`src/rtl/mult_result_accum.sv`:
```
// Sums four signed channel products per valid frame and accumulates ACC_LEN frames per window.
// Optional build macro ACC_SAT_EN: clamp the accumulator on overflow instead of wrapping.
module mult_result_accum #(
   parameter int unsigned DATA_W  = 16,
   parameter int unsigned ACC_W   = 20,
   parameter int unsigned ACC_LEN = 16
) (
   input  logic                     Clock_20M,
   input  logic                     Ex_Rst_n,
   input  logic                     Start,
   input  logic                     Stop,
   input  logic                     In_Valid,
   input  logic signed [DATA_W-1:0] Result0,
   input  logic signed [DATA_W-1:0] Result1,
   input  logic signed [DATA_W-1:0] Result2,
   input  logic signed [DATA_W-1:0] Result3,
   output logic signed [ACC_W-1:0]  Acc_Out,
   output logic                     Acc_Valid,
   output logic                     Busy,
   output logic                     Overflow
);

   localparam int unsigned S1_W  = DATA_W + 1;
   localparam int unsigned S2_W  = DATA_W + 2;
   localparam int unsigned NXT_W = ACC_W + 1;
   localparam int unsigned CNT_W = (ACC_LEN > 1) ? $clog2(ACC_LEN) : 1;
   localparam logic [CNT_W-1:0] CNT_LAST = CNT_W'(ACC_LEN - 1);

   typedef enum logic {IDLE, ACCUM} state_t;

   state_t state, state_nxt;

   logic signed [S1_W-1:0]  s01, s23;
   logic signed [S2_W-1:0]  fsum;
   logic                    v1, v2;
   logic signed [ACC_W-1:0] acc;
   logic [CNT_W-1:0]        count;
   logic signed [ACC_W-1:0] dump_val;
   logic                    dump_v;

   logic                    flush_c;
   logic                    frame_ok_c;
   logic signed [NXT_W-1:0] nxt_c;
   logic                    ovf_c;
   logic signed [ACC_W-1:0] res_c;

   // State register
   always_ff @(posedge Clock_20M or negedge Ex_Rst_n) begin
      if (!Ex_Rst_n) state <= IDLE;
      else           state <= state_nxt;
   end

   // Next state: Stop dominates a coincident Start
   always_comb begin
      state_nxt  = state;
      flush_c    = Start | Stop;
      frame_ok_c = In_Valid & (state == ACCUM) & ~Start & ~Stop;
      case (state)
         IDLE:    if (Start && !Stop) state_nxt = ACCUM;
         ACCUM:   if (Stop) state_nxt = IDLE;
         default: state_nxt = IDLE;
      endcase
   end

   // Adder tree, stage 1: channel pairs
   always_ff @(posedge Clock_20M or negedge Ex_Rst_n) begin
      if (!Ex_Rst_n) begin
         s01 <= '0;
         s23 <= '0;
         v1  <= 1'b0;
      end else begin
         s01 <= S1_W'(Result0) + S1_W'(Result1);
         s23 <= S1_W'(Result2) + S1_W'(Result3);
         v1  <= frame_ok_c;
      end
   end

   // Adder tree, stage 2: frame sum
   always_ff @(posedge Clock_20M or negedge Ex_Rst_n) begin
      if (!Ex_Rst_n) begin
         fsum <= '0;
         v2   <= 1'b0;
      end else begin
         fsum <= S2_W'(s01) + S2_W'(s23);
         v2   <= v1 & ~flush_c;
      end
   end

   // One guard bit above the accumulator exposes signed overflow
   always_comb begin
      nxt_c = NXT_W'(acc) + NXT_W'(fsum);
      ovf_c = nxt_c[ACC_W] ^ nxt_c[ACC_W-1];
`ifdef ACC_SAT_EN
      if (ovf_c) res_c = nxt_c[ACC_W] ? {1'b1, {(ACC_W-1){1'b0}}} : {1'b0, {(ACC_W-1){1'b1}}};
      else       res_c = nxt_c[ACC_W-1:0];
`else
      res_c = nxt_c[ACC_W-1:0];
`endif
   end

   // Window accumulator and frame counter
   always_ff @(posedge Clock_20M or negedge Ex_Rst_n) begin
      if (!Ex_Rst_n) begin
         acc      <= '0;
         count    <= '0;
         dump_val <= '0;
         dump_v   <= 1'b0;
         Overflow <= 1'b0;
      end else if (flush_c) begin
         acc    <= '0;
         count  <= '0;
         dump_v <= 1'b0;
         if (!Stop) Overflow <= 1'b0;
      end else begin
         dump_v <= 1'b0;
         if (v2) begin
            if (ovf_c) Overflow <= 1'b1;
            if (count == CNT_LAST) begin
               dump_val <= res_c;
               dump_v   <= 1'b1;
               acc      <= '0;
               count    <= '0;
            end else begin
               acc   <= res_c;
               count <= count + CNT_W'(1);
            end
         end
      end
   end

   // Registered outputs; Acc_Out holds until the next completed window
   always_ff @(posedge Clock_20M or negedge Ex_Rst_n) begin
      if (!Ex_Rst_n) begin
         Acc_Out   <= '0;
         Acc_Valid <= 1'b0;
         Busy      <= 1'b0;
      end else begin
         Acc_Valid <= dump_v;
         Busy      <= (state_nxt == ACCUM);
         if (dump_v) Acc_Out <= dump_val;
      end
   end

endmodule

```
`config.mk`:
```
export PLATFORM = sky130hd
export DESIGN_NAME = mult_result_accum
export DESIGN_NICKNAME = d
export VERILOG_FILES = /design/src/rtl/mult_result_accum.sv
export SDC_FILE = /design/constraint.sdc
export NUM_CORES = 1
export LEC_CHECK = 0
export CAP_MARGIN = 15
export CORE_ASPECT_RATIO = 0.9
export CORE_MARGIN = 10
export CORE_UTILIZATION = 50
export CTS_CLUSTER_SIZE = 8
export DETAILED_ROUTE_END_ITERATION = 6
export GPL_TIMING_DRIVEN = 0
export PLACE_DENSITY = 0.77
export SYNTH_ARGS = -nofsm -noshare
export SYNTH_HDL_FRONTEND = slang
export SYNTH_SLANG_ARGS = --single-unit
```
`constraint.sdc`:
```
create_clock -name Clock_20M -period 2.56 [get_ports Clock_20M]
set_input_delay 0.512 -clock Clock_20M [delete_from_list [all_inputs] [get_ports Clock_20M]]
set_output_delay 0.512 -clock Clock_20M [all_outputs]
set_load 0.03 [all_outputs]
```
==> flow_summary.toml, run 1 <==
[sta]
fin_skew_ps = 8.55
hold_slack_ps = 180
min_period_ps = 2500
finalMaxSlewViolations = 0
max_clock_freq_mhz = 400
setup_viol = 0
tightestPinTransition_ps = 785
worst_slack_ps = 59.9
finalHoldViolCount = 0
slew_headroom_pct = 47.7
finalSetupTns_ps = 0
timing.final.crit_share_pct = 97.7

[route]
routed_wl_um = 16000
dr.pass1.iters = 5
drc = 0
drtAntennaViolNets = 0
drt-initial-drc-count = 303
wire_per_inst_um = 15.9
vias_per_cell = 5.53
via_count = 5553

[setup_path]
slowest_delay_ps = 420
crit_chain = "clkdlybuf4s50_1 -> ha_1 -> a211oi_2 -> o21bai_1 -> nor3_1 -> nor2_1 -> a221o_1 -> a221oi_1 -> xnor2_1"
crit_family = "compound AO/OA/AOI/OAI gates"
crit_fanout = 3
cp-end-kind = "flip-flop"
crit_required_ps = 2900
cp.arrival_ps = 2840
crit_path_start_kind = "primary input"
crit_buf_inv = 1
crit_slowest_cell = "clkdlybuf4s50_1"
crit_type = "in -> reg"

[cells_and_area]
syn2layout_area_growth_pct = 27.8
fin_cells = 1004
nets = 942
antenna_cells = 0
fin_area_um2 = 9010
drive_above_1_share_pct = 13.2
fin_util_pct = 64.8

[cts]
cts_tree = "built"
root_buffer = "clkbuf_16"
path_clk_slew_ps = 50
clk_latency_ps = 420
clock_path_buffers = 2
cts.htree.levels = 4
cts_sinks = 122
hold_buffers = 0
cts_buffers = 17

[pwr]
p_switching_mw = 2.01
vdd_drop_max_mv = 0.520
power_mw = 6.60
switching_share_pct = 30.4
clkPwrFrac_pct = 33.8
p_leak_nw = 4.23
p_seq_share_pct = 34.7
combPwrFrac_pct = 31.5
p_int_mw = 4.60
power_per_cell_area_nw_per_um2 = 733

[yosys]
yosysTopAreaCell = "dfrtp_1"
synth_ff_type = "dfrtp_1"
synth_seq_cells = 122
async_flop_share_pct = 100
syn-instance-count = 674
synth_warnings = 0
syn_nets = 817
synth.distinct_cells = 62
syn_area_um2 = 7050
yosysSeqAreaShare_pct = 43.3
synthTopCellsByArea = "dfrtp_1 (43%), ha_1 (12%), xnor2_1 (5.3%), mux2_2 (4.0%), nand2_1 (3.3%)"
synth_edf_count = 0
synth_top_area_share_pct = 43.3
avgSynthCellArea_um2 = 10.5

[place]
dp_hpwl_um = 11900
place_congestion = 0.881
place_inst = 959
portBuffers = 91
placed_area_um2 = 8230
place_ws_ps = -582

[floorplanning]
num_rows = 41
die-width_um = 145
pin_count = 92
core_um2 = 13900
initial_core_util_pct = 50.7
die_h_um = 133
die_area_um2 = 19300

[global_routing]
grt_max_degree = 63
grt_pass1_wl_um = 26800
antenna_found_initial = 0
grt_pass1_vias = 5849
grtUsageTotal_pct = 16.5
overflow = 0

[hold_path]
hp-class = "in -> async"

[flow_run]
cap_violations = 0

[run_status]
status = "complete, no violations"
[cells in the mapped netlist, types with 3 or more instances]
library cell  number
a2111oi_0          3
nand2_1           62
or3_1              4
nand2b_1           8
ha_1              70
dfrtp_1          122
fa_1               4
nand3_1           12
and2_1             3
and3_1             8
a31o_2             3
a22o_1            17
clkbuf_1          10
a31oi_1            6
a21oi_1           43
inv_1             33
xor2_1            12
o211ai_1           5
xnor2_1           43
mux2_2            25
o21ai_0           33
nor2b_1            7
nor2_1            37
a21o_1            16
a211oi_1           8
o21bai_1           4
nor3_1            16
o21a_1            14
[kinds of logic after synthesis]
| family | count (synthesis) | share of synthesized area, % |
|---|---|---|
| buffers and inverters | 45 | 2.40 |
| DFF | 122 | 43.3 |
| xor gates and xnor gates | 55 | 6.83 |
| muxes | 26 | 4.13 |
| adders and majority gates | 74 | 13.6 |
| AOI/OAI and AO/OA | 186 | 18.6 |
| and+or+nand+nor | 166 | 11.2 |
[area by class of cell]
cell class | count | area (um2)
fillers | 1104 | 4890
multi-input cells | 507 | 3940
flip-flops and latches | 122 | 3050
repair buffers | 106 | 1050
clock buffers | 21 | 460
well taps | 193 | 241
inverters | 34 | 128
clock inverters | 10 | 100
plain buffers | 11 | 41.3
[power by group through the flow]
| stage | registers [mW] | clock network (mW) | logic (mW) |
|---|---|---|---|
| 4_1_cts | 2.28 | 2.27 | 2.01 |
| 6_report | 2.29 | 2.23 | 2.08 |
| 3_5_place_dp | 2.31 | 0 | 1.93 |
| 2_1_floorplan | 2.28 | 0 | 1.47 |
| 3_3_place_gp | 2.31 | 0 | 1.84 |
| 5_1_grt | 2.32 | 2.36 | 2.30 |
[layout by cell type (no fill, tap or decap), types with 12 or more instances in the layout]
cell type | netlist | layout
buf_4 | 0 | 15
nor2_1 | 37 | 36
clkbuf_16 | 0 | 17
clkbuf_1 | 10 | 12
xor2_1 | 12 | 12
mux2_2 | 25 | 25
a21oi_1 | 43 | 39
o21ai_0 | 33 | 32
xnor2_1 | 43 | 43
clkdlybuf4s50_1 | 0 | 88
inv_1 | 33 | 32
dfrtp_1 | 122 | 122
a21o_1 | 16 | 16
nand3_1 | 12 | 12
a22o_1 | 17 | 17
ha_1 | 70 | 65
o21a_1 | 14 | 14
nand2_1 | 62 | 62
nor3_1 | 16 | 15
[metal layers]
| metal | wire length [um] | GRT usage (%) |
|---|---|---|
| met1 | 6830 | 18.7 |
| met2 | 7700 | 27.8 |
| met3 | 996 | 5.62 |
| met4 | 471 | 7.63 |
| met5 | 0 | 0 |
[worst paths after layout]
check	from	end	slack [ps]	cells after the start
max in group asynchronous	Ex_Rst_n	s23[9]	1640	2
min in group Clock_20M	Result2[0]	s23[0]	390	2
hold reg to reg	dump_v	Acc_Valid	390	0
setup / recovery	Result0[1]	s01[15]	60	9
hold / removal	Ex_Rst_n	Acc_Out[3]	180	1
setup reg to reg	s01[0]	fsum[16]	90	10
[what timing repair did]
action / 4_1_cts / 5_1_grt
cloned: 0 / 0
buffers inserted: 7 / 7
gates resized for setup: 8 / 20
pin swaps: 10 / 22
setup endpoints to repair: 5 / 15
[flip-flops by register name (all words and copies together), names as in the netlist]
| register | count |
|---|---|
| count | 4 |
| s01 | 17 |
| Overflow | 1 |
| fsum | 18 |
| Busy | 1 |
| dump_val | 20 |
| Acc_Valid | 1 |
| v1 | 1 |
| v2 | 1 |
| dump_v | 1 |
| Acc_Out | 20 |
| s23 | 17 |
| acc | 20 |
(Power assumes the default switching activity.)
==> inputs of run 2 (changes only) <==
--- a/config.mk
+++ b/config.mk
@@ -9,10 +9,12 @@
 export CORE_ASPECT_RATIO = 0.9
 export CORE_MARGIN = 10
 export CORE_UTILIZATION = 50
+export CTS_CLUSTER_DIAMETER = 30
 export CTS_CLUSTER_SIZE = 8
 export DETAILED_ROUTE_END_ITERATION = 6
 export GPL_TIMING_DRIVEN = 0
 export PLACE_DENSITY = 0.77
+export SLEW_MARGIN = 20
 export SYNTH_ARGS = -nofsm -noshare
 export SYNTH_HDL_FRONTEND = slang
 export SYNTH_SLANG_ARGS = --single-unit
==> run 2 against run 1 <==
Compared with the run above: flip-flop and latch count unchanged; cell count decreased by 0.40%; routed wire length decreased by 1.2%; critical path type unchanged; largest cell class unchanged; largest power group unchanged.
==> flow_summary.toml, run 2 (same netlist as run 1, synthesis figures left out) <==
[run_status]
status = "complete, no violations"

[setup_path]
crit_required_ps = 2890
slowest_delay_ps = 420
crit_slowest_cell = "clkdlybuf4s50_1"
crit_path_start_kind = "primary input"
crit_fanout = 3
crit_family = "compound AO/OA/AOI/OAI gates"
crit_buf_inv = 1
cp.arrival_ps = 2860
crit_chain = "clkdlybuf4s50_1 -> ha_1 -> a211oi_2 -> o21bai_1 -> nor3_1 -> nor2_1 -> a221o_1 -> a221oi_1 -> xnor2_1"
crit_type = "in -> reg"
cp-end-kind = "flip-flop"

[pwr]
power_mw = 6.34
switching_share_pct = 31.1
p_int_mw = 4.37
vdd_drop_max_mv = 0.539
p_switching_mw = 1.97
power_per_cell_area_nw_per_um2 = 710
p_leak_nw = 4.20
combPwrFrac_pct = 32.3
clkPwrFrac_pct = 31.7
p_seq_share_pct = 36.0

[sta]
tightestPinTransition_ps = 592
min_period_ps = 2530
finalMaxSlewViolations = 0
timing.final.crit_share_pct = 98.6
fin_skew_ps = 9.18
slew_headroom_pct = 60.5
setup_viol = 0
rsz0062_at_grt = "true"
finalSetupTns_ps = 0
finalHoldViolCount = 0
hold_slack_ps = 385
max_clock_freq_mhz = 396

[floorplanning]
die_h_um = 133
pin_count = 92
initial_core_util_pct = 50.7
core_um2 = 13900
die_area_um2 = 19300
num_rows = 41
die-width_um = 145

[cts]
clk_latency_ps = 420
cts_buffers = 17
root_buffer = "clkbuf_16"
path_clk_slew_ps = 50
cts_tree = "built"
cts_sinks = 122
clock_path_buffers = 2
cts.htree.levels = 4

[global_routing]
antenna_found_initial = 0
grtUsageTotal_pct = 16.3
grt_pass1_wl_um = 26400
overflow = 0
grt_pass1_vias = 5811
grt_max_degree = 85

[place]
placed_area_um2 = 8230
portBuffers = 91
place_congestion = 0.881
dp_hpwl_um = 11900

[route]
dr.pass1.iters = 4
wire_per_inst_um = 15.8
drc = 0
routed_wl_um = 15800
drt-initial-drc-count = 354
drtAntennaViolNets = 0
via_count = 5485
vias_per_cell = 5.49

[cells_and_area]
fin_area_um2 = 8920
syn2layout_area_growth_pct = 26.5
final_common_cell = "dfrtp_1"
biggestRegsByFlops = "Acc_Out x20, acc x20, dump_val x20"
fill_cells = 1104
multi_input_area_um2 = 3930
drive_above_1_share_pct = 11.9
nets = 940
final_cell_mix = "dfrtp_1 (122), clkdlybuf4s50_1 (85), ha_1 (66), nand2_1 (62), xnor2_1 (43)"
seq_area_um2 = 3050
antenna_cells = 0
fin_util_pct = 64.2

[hold_path]
hp-class = "in -> reg"

[flow_run]
cap_violations = 0
## run 2: cell types whose count changed in the layout (fill, tap and decap cells not counted), sizes merged
cell | previous run | this run
clkbuf | 31 | 35
dlygate4sd3 | 0 | 1
bufinv | 2 | 0
clkinv | 8 | 4
dlygate4sd2 | 0 | 2
dlymetal6s2s | 2 | 3
clkdlybuf4s50 | 88 | 85
buf | 17 | 14
## run 2: path summary, 6_finish.rpt
| path | from | to | slack (ps) | depth (start not counted) |
|---|---|---|---|---|
| max in group asynchronous | Ex_Rst_n | s23[9] | 1320 | 3 |
| worst max-delay path | Result0[1] | s01[15] | 30 | 9 |
| worst max register to register | s01[0] | fsum[16] | 110 | 10 |
| worst min-delay path | Result3[0] | s23[0] | 380 | 2 |
| worst min register to register | dump_v | Acc_Valid | 420 | 0 |
| min in group asynchronous | Ex_Rst_n | Acc_Out[1] | 560 | 2 |
## run 2: power by group through the flow
stage	clock network, mW	registers (mW)	logic, mW
2_1_floorplan	0	2.28	1.47
4_1_cts	2.04	2.28	2.00
3_5_place_dp	0	2.31	1.94
3_3_place_gp	0	2.31	1.84
5_1_grt	2.14	2.31	2.26
6_report	2.01	2.28	2.05
## run 2: through the flow
step | setup WS [ps] | instances
finish | 34.7 | 1000
global route | -57.3 | 1000
CTS | 9.18 | 998
detailed placement | -572 | 959
global placement | -3320 | 958
floorplan | 131 | 674
## run 2: layer usage
layer / GRT usage, % / wire length, um / up-vias
met5: 0 / 0 / -
met4: 7.52 / 380 / 0
met3: 5.45 / 896 / 32
met2: 27.1 / 7450 / 154
met1: 18.6 / 7070 / 2597
li1: - / - / 2702
## run 2: what timing repair did
action	4_1_cts	5_1_grt
setup endpoints to repair	5	16
setup buffers	9	2
pin swaps	19	20
hold buffers	1	0
resized for setup	14	14
hold endpoints to repair	6	0
## run 2: final cells by class
type	instances	share of cell area (%)
Inverter	34	1.43
Tap cell	193	2.71
Clock inverter	4	0.224
Clock buffer	25	5.33
Sequential cell	122	34.2
Timing Repair Buffer	104	11.6
Multi-Input combinational cell	507	44.0
Buffer	11	0.463
==> inputs of run 3 (changes only) <==
--- a/config.mk
+++ b/config.mk
@@ -5,6 +5,7 @@
 export SDC_FILE = /design/constraint.sdc
 export NUM_CORES = 1
 export LEC_CHECK = 0
+export ABC_AREA = 1
 export CAP_MARGIN = 15
 export CORE_ASPECT_RATIO = 0.9
 export CORE_MARGIN = 10
@@ -13,6 +14,7 @@
 export CTS_CLUSTER_SIZE = 8
 export DETAILED_ROUTE_END_ITERATION = 6
 export GPL_TIMING_DRIVEN = 0
+export HOLD_SLACK_MARGIN = 0.12
 export PLACE_DENSITY = 0.77
 export SLEW_MARGIN = 20
 export SYNTH_ARGS = -nofsm -noshare
==> constraint.sdc (replaced) <==
create_clock -name Clock_20M -period 2.56 [get_ports Clock_20M]
set_input_delay 0.512 -clock Clock_20M [delete_from_list [all_inputs] [get_ports Clock_20M]]
set_output_delay 0.512 -clock Clock_20M [all_outputs]
set_load 0.02 [all_outputs]
==> run 3 against run 2 <==
Compared with the run above: critical path depth increased by 3; core utilization down 0.10 points; clock power up 12%; total power up 4.2%.
==> flow_summary.toml, run 3 <==
[run_status]
status = "complete, no violations"

[global_routing]
grt_pass1_wl_um = 28000
grt_pass1_vias = 6148
grtUsageTotal_pct = 16.9
antenna_found_initial = 0
overflow = 0
grt_max_degree = 84

[yosys]
synth_edf_count = 0
synth.distinct_cells = 44
yosysSeqAreaShare_pct = 41.5
syn_nets = 991
yosys-top-cells-count = "nand2_1 (226), dfrtp_1 (122), inv_1 (86), ha_1 (70), nand3_1 (57)"
synthTopCellsByArea = "dfrtp_1 (42%), ha_1 (12%), nand2_1 (12%), inv_1 (4.4%), xor2_1 (4.2%)"
async_flop_share_pct = 100
synth_seq_cells = 122
synth_ff_type = "dfrtp_1"
yosysTopAreaCell = "dfrtp_1"
avgSynthCellArea_um2 = 8.67
syn_area_um2 = 7350
syn-instance-count = 848
synth_most_common_cell = "nand2_1"
synth_warnings = 0
synth_top_area_share_pct = 41.5

[cts]
cts_buffers = 17
post_cts_resized = 0
root_buffer = "clkbuf_16"
hold_buffers = 1
cts.htree.levels = 4
clk_latency_ps = 410
cts_sinks = 122
cts_tree = "built"
clock_path_buffers = 2
cts_setup_buffers = 0
path_clk_slew_ps = 50

[cells_and_area]
final_common_cell = "nand2_1"
drive_above_1_share_pct = 7.51
final_cell_mix = "nand2_1 (226), dfrtp_1 (122), clkdlybuf4s50_1 (90), inv_1 (86), ha_1 (70)"
syn2layout_area_growth_pct = 23.9
antenna_cells = 0
biggestRegsByFlops = "Acc_Out x20, acc x20, dump_val x20"
nets = 1103
fill_cells = 1218
fin_util_pct = 64.1

[place]
place_ws_ps = -189
portBuffers = 91
place_congestion = 0.910
dp_hpwl_um = 13000

[pwr]
vdd_drop_max_mv = 0.495
power_per_cell_area_nw_per_um2 = 725
power_mw = 6.60
p_leak_nw = 4.68

[sta]
timing.final.crit_share_pct = 92.2
fin_skew_ps = 8.15
max_clock_freq_mhz = 424
slew_headroom_pct = 65.9
min_period_ps = 2360
tightestPinTransition_ps = 511
finalSetupTns_ps = 0
finalHoldViolCount = 0
worst_slack_ps = 201
setup_viol = 0
rsz0062_at_grt = "false"
finalMaxSlewViolations = 0

[route]
dr.pass1.iters = 5
drt-initial-drc-count = 280
drc = 0
routed_wl_um = 16400
via_count = 6002
drtAntennaViolNets = 0
vias_per_cell = 5.15
wire_per_inst_um = 14.0

[setup_path]
crit_type = "in -> reg"
cp.arrival_ps = 2650
crit_family = "compound AO/OA/AOI/OAI gates"
crit_path_start_kind = "primary input"
slowest_delay_ps = 460
crit_buf_inv = 2
cp-end-kind = "flip-flop"
crit_required_ps = 2850
crit_chain = "clkdlybuf4s50_1 -> ha_1 -> inv_1 -> fa_1 -> o21ai_2 -> a21boi_1 -> o21ai_1 -> nand2_1 -> nor2_1 -> nor2_1 -> nand2_1 -> nand2_1"
crit_fanout = 3
cpMostUsedCell = "nand2_1"
crit_slowest_cell = "clkdlybuf4s50_1"

[floorplanning]
core_um2 = 14200
pin_count = 92
die-width_um = 148
die_area_um2 = 20000
die_h_um = 135
initial_core_util_pct = 51.7
num_rows = 41

[hold_path]
hp-class = "reg -> reg"

[flow_run]
cap_violations = 0
==> run 3: cell types whose count changed in the layout (fill, tap and decap cells not counted), sizes merged, moves of 14 or more <==
cell   before  now
nand3      12   59
nand2      62  229
inv        34   87
xnor2      43   15
o21a       14    0
xor2       12   36
==> run 3: cell families after synthesis <==
kind of cell / Yosys count / synth area share, %
and+or+nand+nor: 358 / 20.7
AOI/OAI and AO/OA: 128 / 10.6
DFF: 122 / 41.5
buffers and inverters: 95 / 4.92
adders and majority gates: 74 / 13.0
xor gates and xnor gates: 51 / 6.18
muxes: 20 / 3.06
==> run 3: cell type report <==
class | instances | area [um2] | area share [%]
plain buffers | 8 | 35.0 | 0.385
clock buffers | 23 | 468 | 5.14
clock inverters | 8 | 95.1 | 1.04
inverters | 87 | 327 | 3.59
multi-input cells | 631 | 3940 | 43.2
flip-flops and latches | 122 | 3050 | 33.5
well taps | 193 | 241 | 2.65
repair buffers | 93 | 950 | 10.4
==> run 3: worst reg2reg max path, cell delays in order, from the launching register on <==
cell	delay (ps)
dfrtp_1	350
ha_1	240
inv_1	80
fa_1	400
inv_1	100
nand3_1	80
nand2_2	130
inv_1	60
o21bai_2	140
nand2_1	80
nand2_1	110
nand2_1	80
nand2_1	60
nand2_1	60
nand3_1	100
nand2_1	60
==> run 3: report_power, final <==
part	switching, mW	internal, mW	total [mW]
logic	1.26	0.791	2.05
clock network	0.784	1.47	2.25
registers	0.103	2.19	2.30
==> run 3: worst paths after layout <==
kind | from | to | slack [ps] | cells after the start
min reg2reg | dump_v | Acc_Valid | 400 | 0
min | dump_v | Acc_Valid | 400 | 0
min in group asynchronous | Ex_Rst_n | Acc_Out[3] | 580 | 2
max | Result2[0] | s23[10] | 200 | 12
max in group asynchronous | Ex_Rst_n | acc[11] | 1310 | 3
max reg2reg | acc[0] | dump_val[16] | 320 | 15
==> run 3: routing by layer <==
metal | GRT usage (%) | vias to the layer above | routed length, um | share of wire (%)
met1 | 19.7 | 2770 | 7260 | 44
li1 | - | 3047 | - | -
met2 | 29.1 | 157 | 7740 | 47
met3 | 5.01 | 28 | 1080 | 6.6
met5 | 0 | - | 0 | 0
met4 | 5.72 | 0 | 279 | 1.7
==> run 3: stage by stage <==
step	cell area, um2	instances	hold WS, ps
4_1_cts	9100	1165	396
5_1_grt	9100	1165	436
2_1_floorplan	7350	848	216
6_report	9100	1165	397
3_3_place_gp	8500	1132	379
3_5_place_dp	8530	1133	384
